--- config.mk ---
export PLATFORM = sky130hd
export DESIGN_NAME = systolic_input_sequencer
export DESIGN_NICKNAME = d
export VERILOG_FILES = /design/src/rtl/systolic_input_sequencer_pkg.sv /design/src/rtl/systolic_input_sequencer_fifo.sv /design/src/rtl/systolic_input_sequencer.sv
export SDC_FILE = /design/constraint.sdc
export NUM_CORES = 1
export LEC_CHECK = 0
export CORE_ASPECT_RATIO = 1.5
export CORE_UTILIZATION = 55
export CTS_BUF_LIST = sky130_fd_sc_hd__clkbuf_8
export CTS_CLUSTER_DIAMETER = 30
export CTS_CLUSTER_SIZE = 16
export DETAILED_ROUTE_END_ITERATION = 6
export PLACE_DENSITY = 0.87
export SLEW_MARGIN = 30
export SYNTH_ARGS = -nofsm -noshare
export SYNTH_HDL_FRONTEND = slang
export SYNTH_SLANG_ARGS = --single-unit
--- constraint.sdc ---
create_clock -name i_clk -period 8.2 [get_ports i_clk]
set_clock_uncertainty 0.15 [all_clocks]
set_input_delay 2.05 -clock i_clk [delete_from_list [all_inputs] [get_ports i_clk]]
set_output_delay 2.05 -clock i_clk [all_outputs]
set_load 0.02 [all_outputs]
--- src/rtl/systolic_input_sequencer_pkg.sv ---
// Shared types for the 2x2 systolic array input side: sequencer states,
// the two-lane activation vector and a small packing helper.
package systolic_input_sequencer_pkg;

  localparam int DEF_DATA_W = 16;

  typedef enum logic [2:0] {
    ST_IDLE,
    ST_LOAD,
    ST_STREAM,
    ST_FLUSH,
    ST_DONE
  } seq_state_t;

  typedef struct packed {
    logic [DEF_DATA_W-1:0] a1;
    logic [DEF_DATA_W-1:0] a2;
  } vec2_t;

  function automatic vec2_t make_vec(input logic [DEF_DATA_W-1:0] a1,
                                     input logic [DEF_DATA_W-1:0] a2);
    vec2_t v;
    v.a1 = a1;
    v.a2 = a2;
    return v;
  endfunction

endpackage

--- src/rtl/systolic_input_sequencer_fifo.sv ---
// Generic show-ahead synchronous FIFO. The head entry is always visible on
// o_rdata; pushes into a full FIFO and pops from an empty one are dropped.
// Pointers carry one extra wrap bit so full and empty are distinguishable.
module sync_fifo #(
  parameter int WIDTH = 32,
  parameter int DEPTH = 4
) (
  input  logic             i_clk,
  input  logic             i_reset,
  input  logic             i_push,
  input  logic [WIDTH-1:0] i_wdata,
  input  logic             i_pop,
  output logic [WIDTH-1:0] o_rdata,
  output logic             o_full,
  output logic             o_empty
);

  localparam int ADDR_W = (DEPTH > 1) ? $clog2(DEPTH) : 1;
  localparam logic [ADDR_W:0] PTR_ONE = 1;

  logic [WIDTH-1:0]  r_mem [DEPTH];
  logic [ADDR_W:0]   r_wr_ptr;
  logic [ADDR_W:0]   r_rd_ptr;
  logic              w_do_push;
  logic              w_do_pop;

  assign o_empty   = (r_wr_ptr == r_rd_ptr);
  assign o_full    = (r_wr_ptr[ADDR_W] != r_rd_ptr[ADDR_W]) &&
                     (r_wr_ptr[ADDR_W-1:0] == r_rd_ptr[ADDR_W-1:0]);
  assign w_do_push = i_push && !o_full;
  assign w_do_pop  = i_pop && !o_empty;
  assign o_rdata   = r_mem[r_rd_ptr[ADDR_W-1:0]];

  // Advance the read/write pointers on accepted transfers; reset empties the FIFO.
  always_ff @(posedge i_clk or posedge i_reset) begin
    if (i_reset) begin
      r_wr_ptr <= '0;
      r_rd_ptr <= '0;
    end else begin
      if (w_do_push) r_wr_ptr <= r_wr_ptr + PTR_ONE;
      if (w_do_pop)  r_rd_ptr <= r_rd_ptr + PTR_ONE;
    end
  end

  // Storage needs no reset: an entry is only read after it has been written.
  always_ff @(posedge i_clk) begin
    if (w_do_push) r_mem[r_wr_ptr[ADDR_W-1:0]] <= i_wdata;
  end

endmodule

--- src/rtl/systolic_input_sequencer.sv ---
// Input sequencer for the 2x2 systolic array: loads the four PE weights in a
// single cycle, streams buffered activation vectors with lane 2 skewed one
// cycle behind lane 1, then flushes zeros so the accumulators complete.
// A cycle with valid low is a bubble: the array freezes and the skew
// alignment is preserved because a_in and the skew register hold.
module systolic_input_sequencer
  import systolic_input_sequencer_pkg::*;
#(
  parameter int DATA_W       = DEF_DATA_W,
  parameter int FIFO_DEPTH   = 4,
  parameter int MAX_VEC      = 255,
  parameter int DRAIN_CYCLES = 2,
  parameter int CNT_W        = $clog2(MAX_VEC + 1)
) (
  input  logic              i_clk,
  input  logic              i_reset,
  input  logic              i_start,
  input  logic [CNT_W-1:0]  i_num_vec,
  input  logic [DATA_W-1:0] i_weight1,
  input  logic [DATA_W-1:0] i_weight2,
  input  logic [DATA_W-1:0] i_weight3,
  input  logic [DATA_W-1:0] i_weight4,
  input  logic              i_vec_valid,
  output logic              o_vec_ready,
  input  logic [DATA_W-1:0] i_vec_a1,
  input  logic [DATA_W-1:0] i_vec_a2,
  output logic              o_load_weight,
  output logic [DATA_W-1:0] o_weight_out1,
  output logic [DATA_W-1:0] o_weight_out2,
  output logic [DATA_W-1:0] o_weight_out3,
  output logic [DATA_W-1:0] o_weight_out4,
  output logic              o_valid,
  output logic [DATA_W-1:0] o_a_in1,
  output logic [DATA_W-1:0] o_a_in2,
  output logic              o_busy,
  output logic              o_done
);

  localparam int DRN_W = (DRAIN_CYCLES < 1) ? 1 : $clog2(DRAIN_CYCLES + 1);
  localparam logic [DRN_W-1:0] DRAIN_LAST = DRN_W'(DRAIN_CYCLES);
  localparam logic [DRN_W-1:0] DRN_ONE    = 1;
  localparam logic [CNT_W-1:0] CNT_ONE    = 1;

  seq_state_t          r_state;
  logic [CNT_W-1:0]    r_num_vec;
  logic [CNT_W-1:0]    r_count;
  logic [DRN_W-1:0]    r_drain;
  logic [DATA_W-1:0]   r_skew;

  logic [2*DATA_W-1:0] w_fifo_wdata;
  logic [2*DATA_W-1:0] w_fifo_rdata;
  logic                w_fifo_full;
  logic                w_fifo_empty;
  logic                w_pop;
  logic [DATA_W-1:0]   w_head_a1;
  logic [DATA_W-1:0]   w_head_a2;
  logic [CNT_W-1:0]    w_count_inc;

  assign w_fifo_wdata = {i_vec_a1, i_vec_a2};
  assign w_head_a1    = w_fifo_rdata[2*DATA_W-1:DATA_W];
  assign w_head_a2    = w_fifo_rdata[DATA_W-1:0];
  assign w_pop        = (r_state == ST_STREAM) && !w_fifo_empty;
  assign w_count_inc  = r_count + CNT_ONE;
  assign o_vec_ready  = !w_fifo_full;

  sync_fifo #(
    .WIDTH (2 * DATA_W),
    .DEPTH (FIFO_DEPTH)
  ) u_vec_fifo (
    .i_clk   (i_clk),
    .i_reset (i_reset),
    .i_push  (i_vec_valid),
    .i_wdata (w_fifo_wdata),
    .i_pop   (w_pop),
    .o_rdata (w_fifo_rdata),
    .o_full  (w_fifo_full),
    .o_empty (w_fifo_empty)
  );

  // Batch FSM with registered array-side outputs, skew register and vector counter.
  always_ff @(posedge i_clk or posedge i_reset) begin
    if (i_reset) begin
      r_state       <= ST_IDLE;
      r_num_vec     <= '0;
      r_count       <= '0;
      r_drain       <= '0;
      r_skew        <= '0;
      o_load_weight <= 1'b0;
      o_weight_out1 <= '0;
      o_weight_out2 <= '0;
      o_weight_out3 <= '0;
      o_weight_out4 <= '0;
      o_valid       <= 1'b0;
      o_a_in1       <= '0;
      o_a_in2       <= '0;
      o_busy        <= 1'b0;
      o_done        <= 1'b0;
    end else begin
      case (r_state)
        ST_IDLE: begin
          o_done        <= 1'b0;
          o_valid       <= 1'b0;
          o_load_weight <= 1'b0;
          if (i_start) begin
            o_weight_out1 <= i_weight1;
            o_weight_out2 <= i_weight2;
            o_weight_out3 <= i_weight3;
            o_weight_out4 <= i_weight4;
            r_num_vec     <= i_num_vec;
            o_load_weight <= 1'b1;
            o_busy        <= 1'b1;
            r_state       <= ST_LOAD;
          end
        end

        ST_LOAD: begin
          o_load_weight <= 1'b0;
          o_valid       <= 1'b0;
          if (r_num_vec == '0) begin
            r_state <= ST_DONE;
          end else begin
            r_state <= ST_STREAM;
          end
        end

        ST_STREAM: begin
          if (!w_fifo_empty) begin
            o_a_in1 <= w_head_a1;
            o_a_in2 <= r_skew;
            r_skew  <= w_head_a2;
            o_valid <= 1'b1;
            r_count <= w_count_inc;
            if (w_count_inc == r_num_vec) begin
              r_drain <= '0;
              r_state <= ST_FLUSH;
            end
          end else begin
            o_valid <= 1'b0;
          end
        end

        ST_FLUSH: begin
          o_valid <= 1'b1;
          o_a_in1 <= '0;
          if (r_drain == '0) begin
            o_a_in2 <= r_skew;
            r_skew  <= '0;
          end else begin
            o_a_in2 <= '0;
          end
          if (r_drain == DRAIN_LAST) begin
            r_state <= ST_DONE;
          end else begin
            r_drain <= r_drain + DRN_ONE;
          end
        end

        ST_DONE: begin
          o_done  <= 1'b1;
          o_valid <= 1'b0;
          o_a_in1 <= '0;
          o_a_in2 <= '0;
          o_busy  <= 1'b0;
          r_count <= '0;
          r_drain <= '0;
          r_state <= ST_IDLE;
        end

        default: begin
          r_state <= ST_IDLE;
        end
      endcase
    end
  end

endmodule
======== Word level (Yosys, flattened, before mapping) ========
Memory sizes are Yosys's and may differ from the RTL's.
Index checks and enable logic that the tools add are counted.
operators by class
  $add $sub $neg .......................... 4
  reduce and logical (&&, ||, !) cells .... 26
  equal/unequal tests ..................... 15
  multiplexer cells ....................... 29
operators by type and width
  kind                   number
  $mux W16               5
  $pmux W16 S2           2
  $pmux W16 S3           1
  $pmux W8 S2            1
  $mux W3                5
  $pmux W3 S4            1
  $ne A2 B2 Y1 const B   5
  $reduce_and A2 Y1      5
  $reduce_bool A2 Y1     5
  $add A8 B1 Y8 const B  1
  $eq A8 B8 Y1           1
  $logic_not A8 Y1       1
  $mux W8                1
  $reduce_and A4 Y1      2
  $add A3 B1 Y3 const B  2
  $eq A3 B2 Y1 const B   2
  $mux W2                3
  $pmux W1 S2            3
  $pmux W2 S3            1
  $reduce_bool A3 Y1     2
  $mux W1                5
  $logic_and A1 B1 Y1    4
  $eq A3 B1 Y1 const B   1
  $eq A3 B3 Y1           1
  13 further kinds       14
storage, ports and cells
  RAM bits ................................ 128
  memories ................................ 1
  register bits ........................... 143
  word-level logic and storage cells ...... 92
  output and inout port bits .............. 101
memory list
  memory            depth  bits a word  read ports  clocked after memory_dff  wr ports  RTL line                             source
  u_vec_fifo.r_mem  4      32           1           0                         1         systolic_input_sequencer_fifo.sv:21  logic [WIDTH-1:0] r_mem [DEPTH];

======== Logic depth before layout (Yosys ltp) ========
  depth after elaboration ................. 6
  gate-level depth with buffers ........... 8

======== Hierarchy ========
Synthesis repeated with hierarchy kept, for this count alone.
unflattened totals
  cells, all modules ...................... 609
  area, all modules ....................... 10,664.0 um^2
by module, submodules not included
  module                    area an instance (um^2)  times used  sequential area each (um^2)  cells each
  systolic_input_sequencer  5,524.0                  1           3,428.3                      392
  sync_fifo                 5,139.9                  1           3,993.8                      217

======== Worst setup path after synthesis ========
No wires, ideal clock.
  kind .................................... input to register
  from .................................... input port i_vec_valid
  to ...................................... memory u_vec_fifo.r_mem[3][0], enable pin
  cell stages on the path ................. 1
  arrival ................................. 2,913 ps
  slack ................................... 4,743 ps
  data required time ...................... 7,656 ps
  setup time .............................. 394 ps
  buffers on the path ..................... 0
  cells stage by stage .................... and3_1
between the ends
  cells in the longest elaborated chain, start to end .. 3
RTL lines
  element                        RTL line                             source
  start: declaration             systolic_input_sequencer.sv:23       input logic i_vec_valid,
  $logic_and A1 B1 Y1            systolic_input_sequencer_fifo.sv:30  assign w_do_push = i_push && !o_full;
  $mux W1                        systolic_input_sequencer_fifo.sv:47  if (w_do_push) r_mem[r_wr_ptr[ADDR_W-1:0]] <= i_wdata;
  $mux W1 (not written as such)  systolic_input_sequencer_fifo.sv:47
  end: declaration               systolic_input_sequencer_fifo.sv:21
Every way passes these cells.

======== Worst setup path after layout ========
  from .................................... register u_vec_fifo.r_rd_ptr[1]
  to ...................................... output port o_vec_ready
between the ends
  cells in the longest elaborated chain, start to end .. 3
RTL lines
  element                   RTL line                             source
  start: declaration        systolic_input_sequencer_fifo.sv:23  logic [ADDR_W:0] r_rd_ptr;
  start signal: assignment  systolic_input_sequencer_fifo.sv:41  if (w_do_pop) r_rd_ptr <= r_rd_ptr + PTR_ONE;
  $eq A2 B2 Y1              systolic_input_sequencer_fifo.sv:29  (r_wr_ptr[ADDR_W-1:0] == r_rd_ptr[ADDR_W-1:0]);
  $logic_and A1 B1 Y1       systolic_input_sequencer_fifo.sv:28  assign o_full = (r_wr_ptr[ADDR_W] != r_rd_ptr[ADDR_W]) &&
  $logic_not A1 Y1          systolic_input_sequencer.sv:64       assign o_vec_ready = !w_fifo_full;
  end: declaration          systolic_input_sequencer.sv:24       output logic o_vec_ready,
Every way passes these cells.

==> out/results.tsv <==
metric	value	unit
Die Wd	115.0	um
# port buffers	208	
worst min path class	flip-flop to flip-flop	
starting density of the core	56.53	%
layout cells sized above 1	22.57	%
R2R setup slack	5320	ps
CTS root buf	clkbuf_8	
hold buffer count at CTS	0	
hold path depth	1	
Reg power frac	39.8	%
clk buf depth	3	
Syn Nets	721	
Post-Syn Area	10530	sq um
fillers	1179	
die area	19710	sq um
Pleak	5.304	nW
antenna violations before repair	0	
min cycle time layout	4750	ps
Hold Path Sink	u_vec_fifo.r_rd_ptr[2]	
Period Utilization, post-route	57.92	%
die height	171.4	um
Place WS	3687	ps
met2 wire length	11.94	mm
drt initial violations	314	
power density over cell area	413.6	nW/um^2
register area share after synthesis	70.50	%
final hold violations	0	
routed vias/inst	5.532	
fmax	210.5	MHz
CP Data Arrival Time	2550	ps
part of the power in combinational logic	40.3	%
CP Class	flip-flop to primary output	
first-pass GRT wire length	34.73	mm
DR DRC count	0	
largest net degree at the start of global routing	93	
FF-to-FF End	o_a_in2[1]	
setup TNS	0	ps
Internal Power	0.003680	W
Worst Tran Pin Value	886.4	ps
Avg Synthesized Cell Area	17.40	sq um
Seq cells post-synth	271	
remaining global-route overflow	0	
routed vias	6124	
drt pass-1 iters	6	
wl on met1	7.698	mm
post-DP HPWL	15.29	mm
sw power	0.001987	W
commonest non-fill, non-tap cell in the layout	clkdlybuf4s50_1	
CP Launch Type	flip-flop	
highest net fanout along the worst path	35	
Routed WL	22.36	mm
Slew Limit Fails	0	
All-Layer GR Usage	23.52	%
IO Count	209	
count of unique library cells instantiated by Yosys	43	
R2R cell count	7	
clock network power share	19.9	%
Setup Viol. Count Final	0	
core area	18620	sq um
number of global-route vias before repair	6699	
Site Rows	61	
maximum VDD drop	0.0002723	V
crit end category	primary output	
top cells by area, synth	edfxtp_1, dfrtp_1, mux2_2, mux4_2, a22o_1	
most frequent cells in the layout	clkdlybuf4s50_1, dfrtp_1, edfxtp_1, mux2_2, clkbuf_8	
CTS H-tree depth	2	
routed wl met3	1.601	mm
relative slew slack	40.91	%
Clock Sinks	271	
final estimated routing congestion in global placement	0.7484	
area delta synth->final	30.16	%
WL/cell	20.19	um
R2R Path Start	u_vec_fifo.r_rd_ptr[1]	
post-CTS sizing	0	
uppermost routed layer	met4	
postcts setup bufs	0	
CTS Buf Count	36	
Final Util	73.58	%
post-synth top area share	36.51	%
Cells after Synth	605	
Clk Latency, worst-skew pair	530	ps
number of nets in the layout	943	
Net Sw Frac	35.06	%
Critical Path RT	6000	ps
RSZ-0062 raised after global routing	no	
YS warnings	0	
worst setup margin	3450	ps
max cap viols	0	
Hold Path Origin	u_vec_fifo.r_rd_ptr[2]	
DRT antenna net count	0	
CTS tree	yes	
Reg clk slew, reported paths	70	ps
antenna cells	0	
status	finished, final reports clean	
cell type with the largest total area after synthesis	edfxtp_1	
[flip-flops by register name (all words and copies together) (netlist names), 16 cells and up]
register          cells
u_vec_fifo.r_mem    128
o_weight_out3        16
o_a_in2              16
o_weight_out1        16
o_weight_out2        16
o_weight_out4        16
r_skew               16
o_a_in1              16
[worst max-delay path by stage]
stage                                start           endpoint  slack (ps)
floorplan                          i_reset         o_a_in1[0]        2160
global placement                   i_start  o_weight_out4[11]        3800
detailed placement                 i_start  o_weight_out4[13]        3690
CTS                 u_vec_fifo.r_rd_ptr[1]        o_vec_ready        3400
global route        u_vec_fifo.r_rd_ptr[1]        o_vec_ready        3300
finish              u_vec_fifo.r_rd_ptr[1]        o_vec_ready        3450
[logic make-up (layout without fill, tap and decap cells)]
family | Yosys count | count (layout) | share of synthesized area (%)
compound gates | 68 | 68 | 4.873
xor+xnor | 18 | 18 | 1.640
fa+ha+maj | 8 | 8 | 0.9508
buf+inv | 38 | 288 | 1.806
flops | 271 | 271 | 70.50
mux | 123 | 123 | 16.35
simple gates | 79 | 79 | 3.874
[synthesized netlist by cell type (all sizes together)]
library cell and n:
edfxtp 128, nand3 6, a21oi 6, a22oi 2, or4 2, and3 9, nand2b 5, o31ai 4
nand2 23, o21a 1, a21bo 1, buf 22, a22o 32, and2 3, a311oi 1, nor3b 3
o21ai 16, inv 7, mux2i 19, o2111ai 1, a31o 1, xnor2 10, nor3 3, xor2 8
clkbuf 9, and2b 1, nor4b 2, nor2 22, ha 8, mux2 72, mux4 32, a211o 1
a21o 1, a31oi 1, dfrtp 143
[area by class of cell]
type / instances / area (sq um) / share of cell area, %
timing repair buffer: 215 / 2158 / 15.75
tap: 252 / 315.3 / 2.301
multi-input combinational: 296 / 2937 / 21.43
inverter: 7 / 31.28 / 0.2283
sequential: 271 / 7425 / 54.18
clock inverter: 24 / 259.0 / 1.890
clock buffer: 42 / 578.1 / 4.218
[power groups by stage]
| stage | Combinational, W | Sequential, W | Clock, W |
|---|---|---|---|
| after CTS | 0.00232 | 0.00226 | 0.00115 |
| after detailed placement | 0.00231 | 0.00228 | 0 |
| after global routing | 0.00245 | 0.00231 | 0.00121 |
| after floorplan | 0.00119 | 0.00246 | 0 |
| after global placement | 0.00218 | 0.00224 | 0 |
| final | 0.00228 | 0.00225 | 0.00113 |
[per-layer routing]
metal,vias to the layer above,GRT usage (%)
met5,-,0
met4,0,12.65
met3,80,5.426
met2,261,41.78
met1,3045,25.97
li1,2738,-
[through the flow]
| step | instances | power [W] | instance area [sq um] | hold WS [ps] |
|---|---|---|---|---|
| 2_1_floorplan | 605 | 0.003640 | 10530 | 310.7 |
| 3_3_place_gp | 1040 | 0.004424 | 12830 | 323.8 |
| 3_5_place_dp | 1041 | 0.004595 | 12870 | 325.0 |
| 4_1_cts | 1107 | 0.005730 | 13700 | 340.5 |
| 5_1_grt | 1107 | 0.005970 | 13700 | 364.5 |
| 6_report | 1107 | 0.005667 | 13700 | 347.7 |
[worst max-delay path: stages, from the launching register on]
cell	delay [ps]
dfrtp_2	940
xor2_2	250
nor2_1	70
nand2_1	150
clkdlybuf4s50_1	630
Power figures use the tool's default switching activity.
